--- src/rtl/stripe_pkg.sv ---
// Shared types and constants for the stripe pattern detector.
// Per-row stripe counter width, stripe polarity encoding and the frame result record.
package stripe_pkg;

  localparam int STRIPE_CNT_W = 8;
  localparam int RES_ROWS_W   = 16;

  localparam logic [STRIPE_CNT_W-1:0] STRIPE_CNT_MAX = '1;

  typedef enum logic {
    MODE_BRIGHT = 1'b0,
    MODE_DARK   = 1'b1
  } mode_e;

  // stripe_rows is stored wide here and narrowed to the frame height at the top level
  typedef struct packed {
    logic                    crossing_detected;
    logic [RES_ROWS_W-1:0]   stripe_rows;
    logic [STRIPE_CNT_W-1:0] max_stripes;
  } result_t;

endpackage

--- src/rtl/stripe_pattern_detector_if.sv ---
// Pixel-in / mask-out valid-ready stream pair for the stripe pattern detector.
// master = stream source and mask sink, slave = detector.
interface stripe_pattern_detector_if #(
  parameter int W = 8
);
  logic         x_valid;
  logic         x_ready;
  logic [W-1:0] x_data;
  logic         y_valid;
  logic         y_ready;
  logic [W-1:0] y_data;

  modport master (
    output x_valid, x_data, y_ready,
    input  x_ready, y_valid, y_data
  );

  modport slave (
    input  x_valid, x_data, y_ready,
    output x_ready, y_valid, y_data
  );
endinterface

--- src/rtl/run_length_classifier.sv ---
// Per-row run-length tracker: counts runs of hits and the qualifying stripes of the row.
// row_stripes is combinational and includes the run closed by the current pixel.
module run_length_classifier
  import stripe_pkg::*;
#(
  parameter int MIN_RUN = 8,
  parameter int MAX_RUN = 200
) (
  input  logic                    clk,
  input  logic                    rst,
  input  logic                    clear,
  input  logic                    pix_stb,
  input  logic                    hit,
  input  logic                    row_end,
  output logic [STRIPE_CNT_W-1:0] row_stripes
);

  localparam int                RUN_W   = $clog2(MAX_RUN + 2);
  localparam logic [RUN_W-1:0]  RUN_SAT = RUN_W'(MAX_RUN + 1);

  logic [RUN_W-1:0]        run_len;
  logic [RUN_W-1:0]        run_base;
  logic [RUN_W-1:0]        run_inc;
  logic [RUN_W-1:0]        close_len;
  logic [STRIPE_CNT_W-1:0] stripes_q;
  logic [STRIPE_CNT_W-1:0] stripes_base;
  logic                    closes;
  logic                    qual;

  // A clear in the same cycle as a pixel makes that pixel start from an empty row.
  always_comb begin
    run_base     = clear ? '0 : run_len;
    stripes_base = clear ? '0 : stripes_q;
    run_inc      = (run_base == RUN_SAT) ? run_base : run_base + RUN_W'(1);
    close_len    = hit ? run_inc : run_base;
    closes       = pix_stb && (!hit || row_end);
    qual         = closes && (int'(close_len) >= MIN_RUN) && (int'(close_len) <= MAX_RUN);
    row_stripes  = (qual && (stripes_base != STRIPE_CNT_MAX))
                 ? stripes_base + STRIPE_CNT_W'(1) : stripes_base;
  end

  always_ff @(posedge clk or posedge rst) begin
    if (rst) begin
      run_len   <= '0;
      stripes_q <= '0;
    end else if (pix_stb) begin
      if (row_end) begin
        run_len   <= '0;
        stripes_q <= '0;
      end else begin
        run_len   <= hit ? run_inc : '0;
        stripes_q <= row_stripes;
      end
    end else if (clear) begin
      run_len   <= '0;
      stripes_q <= '0;
    end
  end

endmodule

--- src/rtl/stripe_pattern_detector.sv ---
// Thresholds a raster pixel stream into a hit mask and counts rows holding enough
// bounded-length stripes; a frame summary is published one cycle after its last pixel.
module stripe_pattern_detector
  import stripe_pkg::*;
#(
  parameter int IMG_WIDTH   = 640,
  parameter int IMG_HEIGHT  = 480,
  parameter int W           = 8,
  parameter int MIN_RUN     = 8,
  parameter int MAX_RUN     = 200,
  parameter int MIN_STRIPES = 3,
  parameter int MIN_ROWS    = 20
) (
  input  logic                            clk,
  input  logic                            rst,
  stripe_pattern_detector_if.slave        bus,
  input  logic [W-1:0]                    threshold,
  input  logic                            mode,
  input  logic                            frame_restart,
  output logic                            detection_valid,
  output logic                            crossing_detected,
  output logic [$clog2(IMG_HEIGHT+1)-1:0] stripe_rows,
  output logic [STRIPE_CNT_W-1:0]         max_stripes
);

  localparam int CW  = (IMG_WIDTH  > 1) ? $clog2(IMG_WIDTH)  : 1;
  localparam int HW  = (IMG_HEIGHT > 1) ? $clog2(IMG_HEIGHT) : 1;
  localparam int RCW = $clog2(IMG_HEIGHT + 1);

  localparam logic [CW-1:0] COL_LAST = CW'(IMG_WIDTH - 1);
  localparam logic [HW-1:0] ROW_LAST = HW'(IMG_HEIGHT - 1);

  logic [CW-1:0]           col, col_eff;
  logic [HW-1:0]           row, row_eff;
  logic [W-1:0]            thr_q, thr_eff;
  mode_e                   mode_q, mode_eff;
  logic                    accept, first_pix, hit, row_end, frame_end;
  logic                    y_valid_q;
  logic [W-1:0]            y_data_q;
  logic                    det_q;
  logic [STRIPE_CNT_W-1:0] row_stripes;
  logic [RCW-1:0]          rows_acc, rows_base, rows_next;
  logic [STRIPE_CNT_W-1:0] max_acc, max_base, max_next;
  logic                    row_qual;
  result_t                 res_q, res_next;

  assign bus.x_ready = !y_valid_q || bus.y_ready;
  assign bus.y_valid = y_valid_q;
  assign bus.y_data  = y_data_q;
  assign accept      = bus.x_valid && bus.x_ready;

  // A restart cycle behaves as if the position counters already read (0,0).
  always_comb begin
    col_eff   = frame_restart ? '0 : col;
    row_eff   = frame_restart ? '0 : row;
    first_pix = (col_eff == '0) && (row_eff == '0);
    thr_eff   = first_pix ? threshold : thr_q;
    mode_eff  = first_pix ? mode_e'(mode) : mode_q;
    hit       = (mode_eff == MODE_DARK) ? (bus.x_data < thr_eff) : (bus.x_data >= thr_eff);
    row_end   = accept && (col_eff == COL_LAST);
    frame_end = row_end && (row_eff == ROW_LAST);
  end

  run_length_classifier #(
    .MIN_RUN (MIN_RUN),
    .MAX_RUN (MAX_RUN)
  ) u_rlc (
    .clk         (clk),
    .rst         (rst),
    .clear       (frame_restart),
    .pix_stb     (accept),
    .hit         (hit),
    .row_end     (row_end),
    .row_stripes (row_stripes)
  );

  always_comb begin
    rows_base = frame_restart ? '0 : rows_acc;
    max_base  = frame_restart ? '0 : max_acc;
    row_qual  = int'(row_stripes) >= MIN_STRIPES;
    rows_next = rows_base + RCW'(row_qual);
    max_next  = (row_stripes > max_base) ? row_stripes : max_base;
    res_next                   = '0;
    res_next.crossing_detected = int'(rows_next) >= MIN_ROWS;
    res_next.stripe_rows       = RES_ROWS_W'(rows_next);
    res_next.max_stripes       = max_next;
  end

  always_ff @(posedge clk or posedge rst) begin
    if (rst) begin
      col       <= '0;
      row       <= '0;
      thr_q     <= '0;
      mode_q    <= MODE_BRIGHT;
      rows_acc  <= '0;
      max_acc   <= '0;
      y_valid_q <= 1'b0;
      y_data_q  <= '0;
      det_q     <= 1'b0;
      res_q     <= '0;
    end else begin
      det_q <= frame_end;

      if (accept) begin
        y_valid_q <= 1'b1;
        y_data_q  <= hit ? '1 : '0;
      end else if (bus.y_ready) begin
        y_valid_q <= 1'b0;
      end

      if (accept) begin
        if (first_pix) begin
          thr_q  <= threshold;
          mode_q <= mode_e'(mode);
        end
        if (col_eff == COL_LAST) begin
          col <= '0;
          row <= (row_eff == ROW_LAST) ? '0 : row_eff + HW'(1);
        end else begin
          col <= col_eff + CW'(1);
          row <= row_eff;
        end
      end else if (frame_restart) begin
        col <= '0;
        row <= '0;
      end

      if (row_end) begin
        if (frame_end) begin
          rows_acc <= '0;
          max_acc  <= '0;
          res_q    <= res_next;
        end else begin
          rows_acc <= rows_next;
          max_acc  <= max_next;
        end
      end else begin
        rows_acc <= rows_base;
        max_acc  <= max_base;
      end
    end
  end

  assign detection_valid   = det_q;
  assign crossing_detected = res_q.crossing_detected;
  assign stripe_rows       = res_q.stripe_rows[RCW-1:0];
  assign max_stripes       = res_q.max_stripes;

  generate
    if (RCW < RES_ROWS_W) begin : g_res_pad
      logic unused_res_pad;
      assign unused_res_pad = |res_q.stripe_rows[RES_ROWS_W-1:RCW];
    end
  endgenerate

endmodule

--- src/flat_wrapper.sv ---
// flat-port wrapper written by rule: the top's interface ports become plain ports
module stripe_pattern_detector_flat import stripe_pkg::*;
#(
  parameter int IMG_WIDTH   = 640,
  parameter int IMG_HEIGHT  = 480,
  parameter int W           = 8,
  parameter int MIN_RUN     = 8,
  parameter int MAX_RUN     = 200,
  parameter int MIN_STRIPES = 3,
  parameter int MIN_ROWS    = 20
)
  (clk, rst, threshold, mode, frame_restart, detection_valid, crossing_detected, stripe_rows, max_stripes, bus_x_valid, bus_x_data, bus_y_ready, bus_x_ready, bus_y_valid, bus_y_data);
  stripe_pattern_detector_if #(.W(W)) bus_i ();
  input  logic clk;
  input  logic rst;
  input  logic [W-1:0] threshold;
  input  logic mode;
  input  logic frame_restart;
  output logic detection_valid;
  output logic crossing_detected;
  output logic [$clog2(IMG_HEIGHT+1)-1:0] stripe_rows;
  output logic [STRIPE_CNT_W-1:0] max_stripes;
  input wire logic [$bits(bus_i.x_valid)-1:0] bus_x_valid;
  input wire logic [$bits(bus_i.x_data)-1:0] bus_x_data;
  input wire logic [$bits(bus_i.y_ready)-1:0] bus_y_ready;
  output wire logic [$bits(bus_i.x_ready)-1:0] bus_x_ready;
  output wire logic [$bits(bus_i.y_valid)-1:0] bus_y_valid;
  output wire logic [$bits(bus_i.y_data)-1:0] bus_y_data;
  assign bus_i.x_valid = bus_x_valid;
  assign bus_i.x_data = bus_x_data;
  assign bus_i.y_ready = bus_y_ready;
  assign bus_x_ready = bus_i.x_ready;
  assign bus_y_valid = bus_i.y_valid;
  assign bus_y_data = bus_i.y_data;
  stripe_pattern_detector #(.IMG_WIDTH(IMG_WIDTH), .IMG_HEIGHT(IMG_HEIGHT), .W(W), .MIN_RUN(MIN_RUN), .MAX_RUN(MAX_RUN), .MIN_STRIPES(MIN_STRIPES), .MIN_ROWS(MIN_ROWS)) u_core (.clk(clk), .rst(rst), .bus(bus_i), .threshold(threshold), .mode(mode), .frame_restart(frame_restart), .detection_valid(detection_valid), .crossing_detected(crossing_detected), .stripe_rows(stripe_rows), .max_stripes(max_stripes));
endmodule
--- config.mk ---
export PLATFORM = sky130hd
export DESIGN_NAME = stripe_pattern_detector_flat
export DESIGN_NICKNAME = d
export VERILOG_FILES = /design/src/rtl/stripe_pkg.sv /design/src/rtl/stripe_pattern_detector_if.sv /design/src/rtl/run_length_classifier.sv /design/src/rtl/stripe_pattern_detector.sv /design/src/flat_wrapper.sv
export SDC_FILE = /design/constraint.sdc
export NUM_CORES = 1
export LEC_CHECK = 0
export CORE_ASPECT_RATIO = 1.25
export CORE_MARGIN = 2
export CORE_UTILIZATION = 30
export DETAILED_ROUTE_END_ITERATION = 7
export RECOVER_POWER = 100
export SLEW_MARGIN = 30
export SYNTH_ARGS = -nofsm -noshare
export SYNTH_HDL_FRONTEND = slang
export SYNTH_SLANG_ARGS = --single-unit
--- constraint.sdc ---
create_clock -name clk -period 11.12 [get_ports clk]
set_input_delay 2.224 -clock clk [delete_from_list [all_inputs] [get_ports clk]]
set_output_delay 2.224 -clock clk [all_outputs]
set_load 0.02 [all_outputs]
==> results of run 1 <==
==> registers in the layout (all words and copies together) (netlist names) <==
register / cells
u_core.u_rlc.stripes_q: 8
u_core.mode_q: 1
u_core.col: 10
u_core.bus.y_data: 1
u_core.thr_q: 8
u_core.u_rlc.run_len: 8
u_core.row: 9
u_core.crossing_detected: 1
u_core.rows_acc: 9
u_core.max_acc: 8
u_core.detection_valid: 1
u_core.max_stripes: 8
u_core.stripe_rows: 9
u_core.bus.y_valid: 1
==> area by class of cell <==
class                      instances  area, µm²
clock buffer                      10      229.0
clock inverter                     6      91.34
fill                            1707      10700
inverter                          21      80.08
multi-input combinational        447       2749
sequential                        82       2052
tap                              220      275.3
timing repair buffer              55      530.5
==> power by group through the flow <==
stage                     sequential (mW)  clock [mW]  combinational [mW]
final                               0.313       0.326              0.0869
after global routing                0.314       0.343              0.0980
after global placement              0.318           0              0.0898
after floorplan                     0.319           0              0.0618
after CTS                           0.314       0.333              0.0919
after detailed placement            0.319           0              0.0916
==> cell families after synthesis <==
kind of cell,Yosys count,synth area share [%]
and+or+nand+nor,247,23.40
buffers and inverters,58,4.852
AOI/OAI and AO/OA,135,17.69
xor gates and xnor gates,25,4.458
muxes,15,3.054
adders and majority gates,25,6.158
DFF,82,40.39
==> worst max-delay path, stage by stage <==
cell and delay, ps:
dlygate4sd3_1 550, buf_4 410, nor2b_1 210, inv_1 100
ha_1 150, nand2_1 80, nor2_1 720, mux2_1 420
ha_1 280, nand2b_1 140, a2111oi_0 410, nor3_1 80
nor4bb_1 410, o21ai_0 360, a21oi_1 590, mux2i_1 380
inv_2 70, ha_1 300, nor2b_1 130, o21a_1 160
o21a_1 160, o21a_1 160, o21a_1 170, o21ai_1 570
nor2_1 200, a22oi_1 200, o22ai_1 110
==> stage by stage <==
step	instance area, µm²	power, mW
after floorplan	5080	0.3809
after global placement	5729	0.4083
after detailed placement	5729	0.4108
after CTS	6050	0.7381
after global routing	6007	0.7556
final	6007	0.7259
==> per-layer routing <==
metal	GRT usage [%]	up-vias	part of all wire, %
met5	0	-	0
met4	5.988	0	1.3
met3	2.210	16	3.2
met2	26.72	83	49
met1	19.13	2108	46
li1	-	2141	-
==> worst max-delay path by stage <==
stage	start	to	slack [ps]	depth (start not counted)
after floorplan	frame_restart	u_core.max_stripes[0]$_DFFE_PP0P_	2470	31
after global placement	frame_restart	u_core.max_acc[1]$_DFF_PP0_	1500	27
after detailed placement	frame_restart	u_core.max_acc[1]$_DFF_PP0_	1280	27
after CTS	frame_restart	u_core.max_acc[1]$_DFF_PP0_	1580	27
after global routing	frame_restart	u_core.max_acc[1]$_DFF_PP0_	920	27
final	frame_restart	u_core.max_acc[1]$_DFF_PP0_	1560	27
==> cells in the final DEF, fill, tap and decap left out, drive strengths merged, types with 4 or more instances in the layout <==
| cell | count |
|---|---|
| a211oi | 6 |
| a21o | 7 |
| a21oi | 24 |
| a22oi | 4 |
| and3 | 9 |
| clkbuf | 12 |
| clkdlybuf4s50 | 18 |
| clkinvlp | 4 |
| dfrtp | 82 |
| dlygate4sd3 | 32 |
| ha | 25 |
| inv | 20 |
| mux2 | 4 |
| mux2i | 11 |
| nand2 | 103 |
| nand2b | 6 |
| nand3 | 25 |
| nand4 | 10 |
| nor2 | 37 |
| nor2b | 17 |
| nor3 | 12 |
| nor4 | 4 |
| o211ai | 6 |
| o21a | 7 |
| o21ai | 43 |
| o22ai | 13 |
| o32ai | 4 |
| xnor2 | 12 |
| xor2 | 13 |
==> impl_metrics.json, run 1 <==
{
  "status": "complete, but fails checks",
  "violations": "capacitance limit, slew limit",
  "cts_tree": "done",
  "p_per_area_nw_per_um2": 120.8,
  "dp.cells": 825,
  "gp_congestion": 0.8692,
  "syn_area_per_cell_um2": 8.654,
  "utilization_pct": 35.95,
  "drt_iter0_drc": 268,
  "core_um2": 16710,
  "cts_buffers": 9,
  "drive_above_1_share_pct": 4.831,
  "pre_cts_slack_ps": 1277,
  "tns_ps": 0,
  "synthesis.nets": 634,
  "pwr-share-seq_pct": 43.2,
  "layout_setup_ws_ps": 1563,
  "synth.most_common_cell": "nand2_1",
  "fin_crit_sh_pct": 85.95,
  "via_per_inst": 5.170,
  "drt-total-wl_mm": 13.20,
  "netlist-cell-type-count": 65,
  "finClkSkew_ps": 9.368,
  "fp.dieH_um": 149.5,
  "synth-edff-count": 0,
  "max-cap-violations": 1,
  "crit_arrival_ps": 9740,
  "synth_top_area_cell": "dfrtp_1",
  "rows": 53,
  "root_buffer": "clkbuf_16",
  "drt_pass1_iterations": 4,
  "synth_area_leaders": "dfrtp_1 (40%), nand2_1 (7.6%), ha_1 (6.2%)",
  "min-delay-start": "u_core.max_stripes[2]$_DFFE_PP0P_",
  "max-slew-margin-rel_pct": -129.1,
  "min_period_ps": 9557,
  "clkLatencyLatePin_ps": 350,
  "p_comb_share_pct": 12.0,
  "instances_no_fill": 841,
  "seq_area_frac_synth_pct": 40.39,
  "cts_sinks": 82,
  "cts_setup_buffers": 0,
  "required_ps": 11310,
  "reg2reg_slack_ps": 3840,
  "drc": 0,
  "regToRegEndpoint": "u_core.max_acc[1]$_DFF_PP0_",
  "cts_resized": 0,
  "yosysWarnings": 0,
  "antenna_left": 0,
  "io_buffers": 50,
  "timing.hold.ws_ps": 469.4,
  "hold-path-endpoint": "u_core.max_stripes[2]$_DFFE_PP0P_",
  "finalSetupViolCount": 0,
  "ys_async_sr_fraction_pct": 100.0,
  "ys_seq_elements": 82,
  "syn_area_um2": 5080,
  "netlist.area_leader.share_pct": 40.39,
  "switching_share_pct": 25.64,
  "antenna_found_initial": 0,
  "cp_max_fo": 45,
  "num-nets-final": 663,
  "h-tree-depth": 3,
  "wl_per_cell_um": 15.69,
  "die_x_um": 120.4,
  "area_growth_syn_to_layout_pct": 18.25,
  "whs_path_depth": 2,
  "switchingPower_mw": 0.1861,
  "tightestPinTransition_ps": 3437,
  "timing.fmax_mhz": 104.6,
  "synth-main-ff-cell": "dfrtp_1",
  "clkPwrFrac_pct": 44.9,
  "top_level_ports": 51,
  "grt_use_total_pct": 15.35,
  "dp_hpwl_mm": 9.119,
  "vdd_drop_max_uv": 70.33,
  "timing.rr.start": "u_core.col[4]$_DFF_PP0_",
  "vias": 4348,
  "leakagePower_nw": 2.638,
  "grt_pass1_wl_mm": 22.23,
  "hold_viol_final": 0,
  "reg2regPathDepth": 23,
  "drv_slew": 64,
  "clk_pin_slew_ps": 60,
  "start_util_pct": 30.40,
  "cts_buffer_depth": 2,
  "grt-ovfl-total": 0,
  "antenna_cells": 0,
  "hold_path.class": "register to register",
  "netlist_instances": 587,
  "intPower_mw": 0.5398,
  "crit_type": "input pin to register",
  "ys_top_cells_by_count": "nand2_1 (103), dfrtp_1 (82), nor2_1 (37), o21ai_0 (37), clkbuf_1 (26)",
  "dieArea_um2": 18000,
  "end_kind": "register",
  "start_kind": "input pin",
  "grt_start_max_net_pins": 64,
  "rsz0062_at_grt": "no",
  "cts_hold_buf": 0,
  "first_global_vias": 4503
}
Power figures use the tool's default switching activity.
==> run 2, diff against run 1 <==
--- a/config.mk
+++ b/config.mk
@@ -7,8 +7,9 @@
 export LEC_CHECK = 0
 export CORE_ASPECT_RATIO = 1.25
 export CORE_MARGIN = 2
-export CORE_UTILIZATION = 30
+export CORE_UTILIZATION = 55
 export DETAILED_ROUTE_END_ITERATION = 7
+export PLACE_DENSITY = 0.77
 export RECOVER_POWER = 100
 export SLEW_MARGIN = 30
 export SYNTH_ARGS = -nofsm -noshare
==> impl_metrics.json, run 2 (synthesis results as in run 1) <==
{
  "status": "complete, but fails checks",
  "violations": "capacitance limit, slew limit",
  "leakagePower_nw": 2.667,
  "final_cell_mix": "nand2_1 (103), dfrtp_1 (82), o21ai_0 (41)",
  "reg2reg_slack_ps": 4090,
  "drt-total-wl_mm": 12.15,
  "dieArea_um2": 10030,
  "gp_congestion": 0.8993,
  "tightestPinTransition_ps": 4383,
  "vias": 4404,
  "p_per_area_nw_per_um2": 128.2,
  "dp.cells": 728,
  "antenna_found_initial": 0,
  "max-slew-margin-rel_pct": -192.2,
  "grt_pass1_wl_mm": 20.98,
  "cts_sinks": 82,
  "rows": 39,
  "drt_iter0_drc": 308,
  "mostFrequentLayoutCell": "nand2_1",
  "grt-ovfl-total": 0,
  "instances_no_fill": 743,
  "pwr-share-seq_pct": 41.4,
  "wl_per_cell_um": 16.35,
  "whs_path_depth": 1,
  "hold_path.class": "register to register",
  "rsz0062_at_grt": "no",
  "finalSetupViolCount": 0,
  "h-tree-depth": 3,
  "fin_crit_sh_pct": 87.45,
  "regToRegEndpoint": "u_core.max_acc[1]$_DFF_PP0_",
  "cts_resized": 0,
  "p_comb_share_pct": 11.3,
  "start_kind": "input pin",
  "switchingPower_mw": 0.1753,
  "cp_max_fo": 18,
  "min_period_ps": 9724,
  "antenna_left": 0,
  "top_level_ports": 51,
  "io_buffers": 50,
  "largest_reg_flops": 10,
  "fp.dieH_um": 111.5,
  "cts_tree": "done",
  "vdd_drop_max_uv": 91.78,
  "cts_buffer_depth": 2,
  "reg2regPathDepth": 24,
  "timing.hold.ws_ps": 471.3,
  "tns_ps": 0,
  "crit_arrival_ps": 9910,
  "hold_viol_final": 0,
  "cts_hold_buf": 0,
  "drive_above_1_share_pct": 4.516,
  "clk_pin_slew_ps": 60,
  "min-delay-start": "u_core.max_stripes[4]$_DFFE_PP0P_",
  "num-nets-final": 663,
  "drc": 0,
  "end_kind": "register",
  "cp-startpoint": "frame_restart",
  "first_global_vias": 4346,
  "required_ps": 11300,
  "intPower_mw": 0.5824,
  "timing.fmax_mhz": 102.8,
  "total_power_mw": 0.7577,
  "layout_setup_ws_ps": 1396,
  "cts_buffers": 9,
  "grt_start_max_net_pins": 83,
  "root_buffer": "clkbuf_16",
  "dp_hpwl_mm": 8.213,
  "top_register": "u_core.col",
  "finClkSkew_ps": 5.832,
  "fillers": 779,
  "via_per_inst": 5.927,
  "drt_pass1_iterations": 5,
  "cts_setup_buffers": 0,
  "area_growth_syn_to_layout_pct": 16.33,
  "max-cap-violations": 1,
  "timing.rr.start": "u_core.row[3]$_DFF_PP0_",
  "hold-path-endpoint": "u_core.max_stripes[4]$_DFFE_PP0P_",
  "pre_cts_slack_ps": 1810,
  "core_um2": 9076,
  "antenna_cells": 0,
  "clkLatencyLatePin_ps": 340,
  "drv_slew": 83,
  "switching_share_pct": 23.14,
  "start_util_pct": 55.97,
  "clkPwrFrac_pct": 47.3,
  "grt_use_total_pct": 25.57,
  "die_x_um": 89.96,
  "crit_type": "input pin to register"
}
[run 2: area by class of cell]
class | instances | area (µm²) | share of cell area [%]
Clock buffer | 9 | 225.2 | 3.811
Sequential cell | 82 | 2052 | 34.72
Clock inverter | 6 | 130.1 | 2.202
Tap cell | 123 | 153.9 | 2.604
Multi-Input combinational cell | 447 | 2741 | 46.39
Timing Repair Buffer | 55 | 526.8 | 8.914
Inverter | 21 | 80.08 | 1.355
[run 2: critical path, stage by stage]
cell	delay (ps)
dlygate4sd3_1	900
inv_1	440
nand2_1	250
ha_1	180
nand2_1	70
nor2_1	110
clkbuf_1	500
mux2_1	410
ha_1	270
nand2b_1	140
a2111oi_0	500
nor3_1	100
nor4bb_1	450
o21ai_1	240
a21oi_1	500
mux2i_1	400
inv_2	70
ha_1	310
nor2b_1	130
o21a_1	160
o21a_1	160
o21a_1	170
o21a_1	180
o21ai_1	530
nor2_1	200
a22oi_1	200
o22ai_1	100
[run 2: how the worst max path moves through the flow]
stage | endpoint | slack (ps) | cells past startpoint
floorplan | u_core.max_stripes[0]$_DFFE_PP0P_ | 2470 | 31
global placement | u_core.max_acc[1]$_DFF_PP0_ | 1710 | 27
detailed placement | u_core.max_acc[1]$_DFF_PP0_ | 1810 | 27
CTS | u_core.max_acc[1]$_DFF_PP0_ | 1970 | 27
global route | u_core.max_acc[1]$_DFF_PP0_ | 670 | 27
finish | u_core.max_acc[1]$_DFF_PP0_ | 1400 | 27
[run 2: power by group through the flow]
stage / Combinational [mW] / Clock [mW] / Sequential (mW)
final: 0.0855 / 0.359 / 0.314
after global routing: 0.0951 / 0.378 / 0.315
after CTS: 0.0907 / 0.364 / 0.314
after detailed placement: 0.0902 / 0 / 0.319
after global placement: 0.0875 / 0 / 0.319
after floorplan: 0.0618 / 0 / 0.319
[run 2: per-stage QoR]
| stage | area (µm²) | util (%) |
|---|---|---|
| global placement | 5605 | 61.76 |
| CTS | 5964 | 65.72 |
| finish | 5909 | 65.11 |
| floorplan | 5080 | - |
| global route | 5909 | 65.11 |
| detailed placement | 5609 | 61.80 |
[run 2: metal layers]
layer / vias up / global-route usage [%] / wire length [µm]
li1: 2123 / - / -
met1: 2140 / 33.76 / 5306
met2: 125 / 42.07 / 6046
met3: 16 / 4.601 / 585
met4: 0 / 10.26 / 210
met5: - / 0 / 0
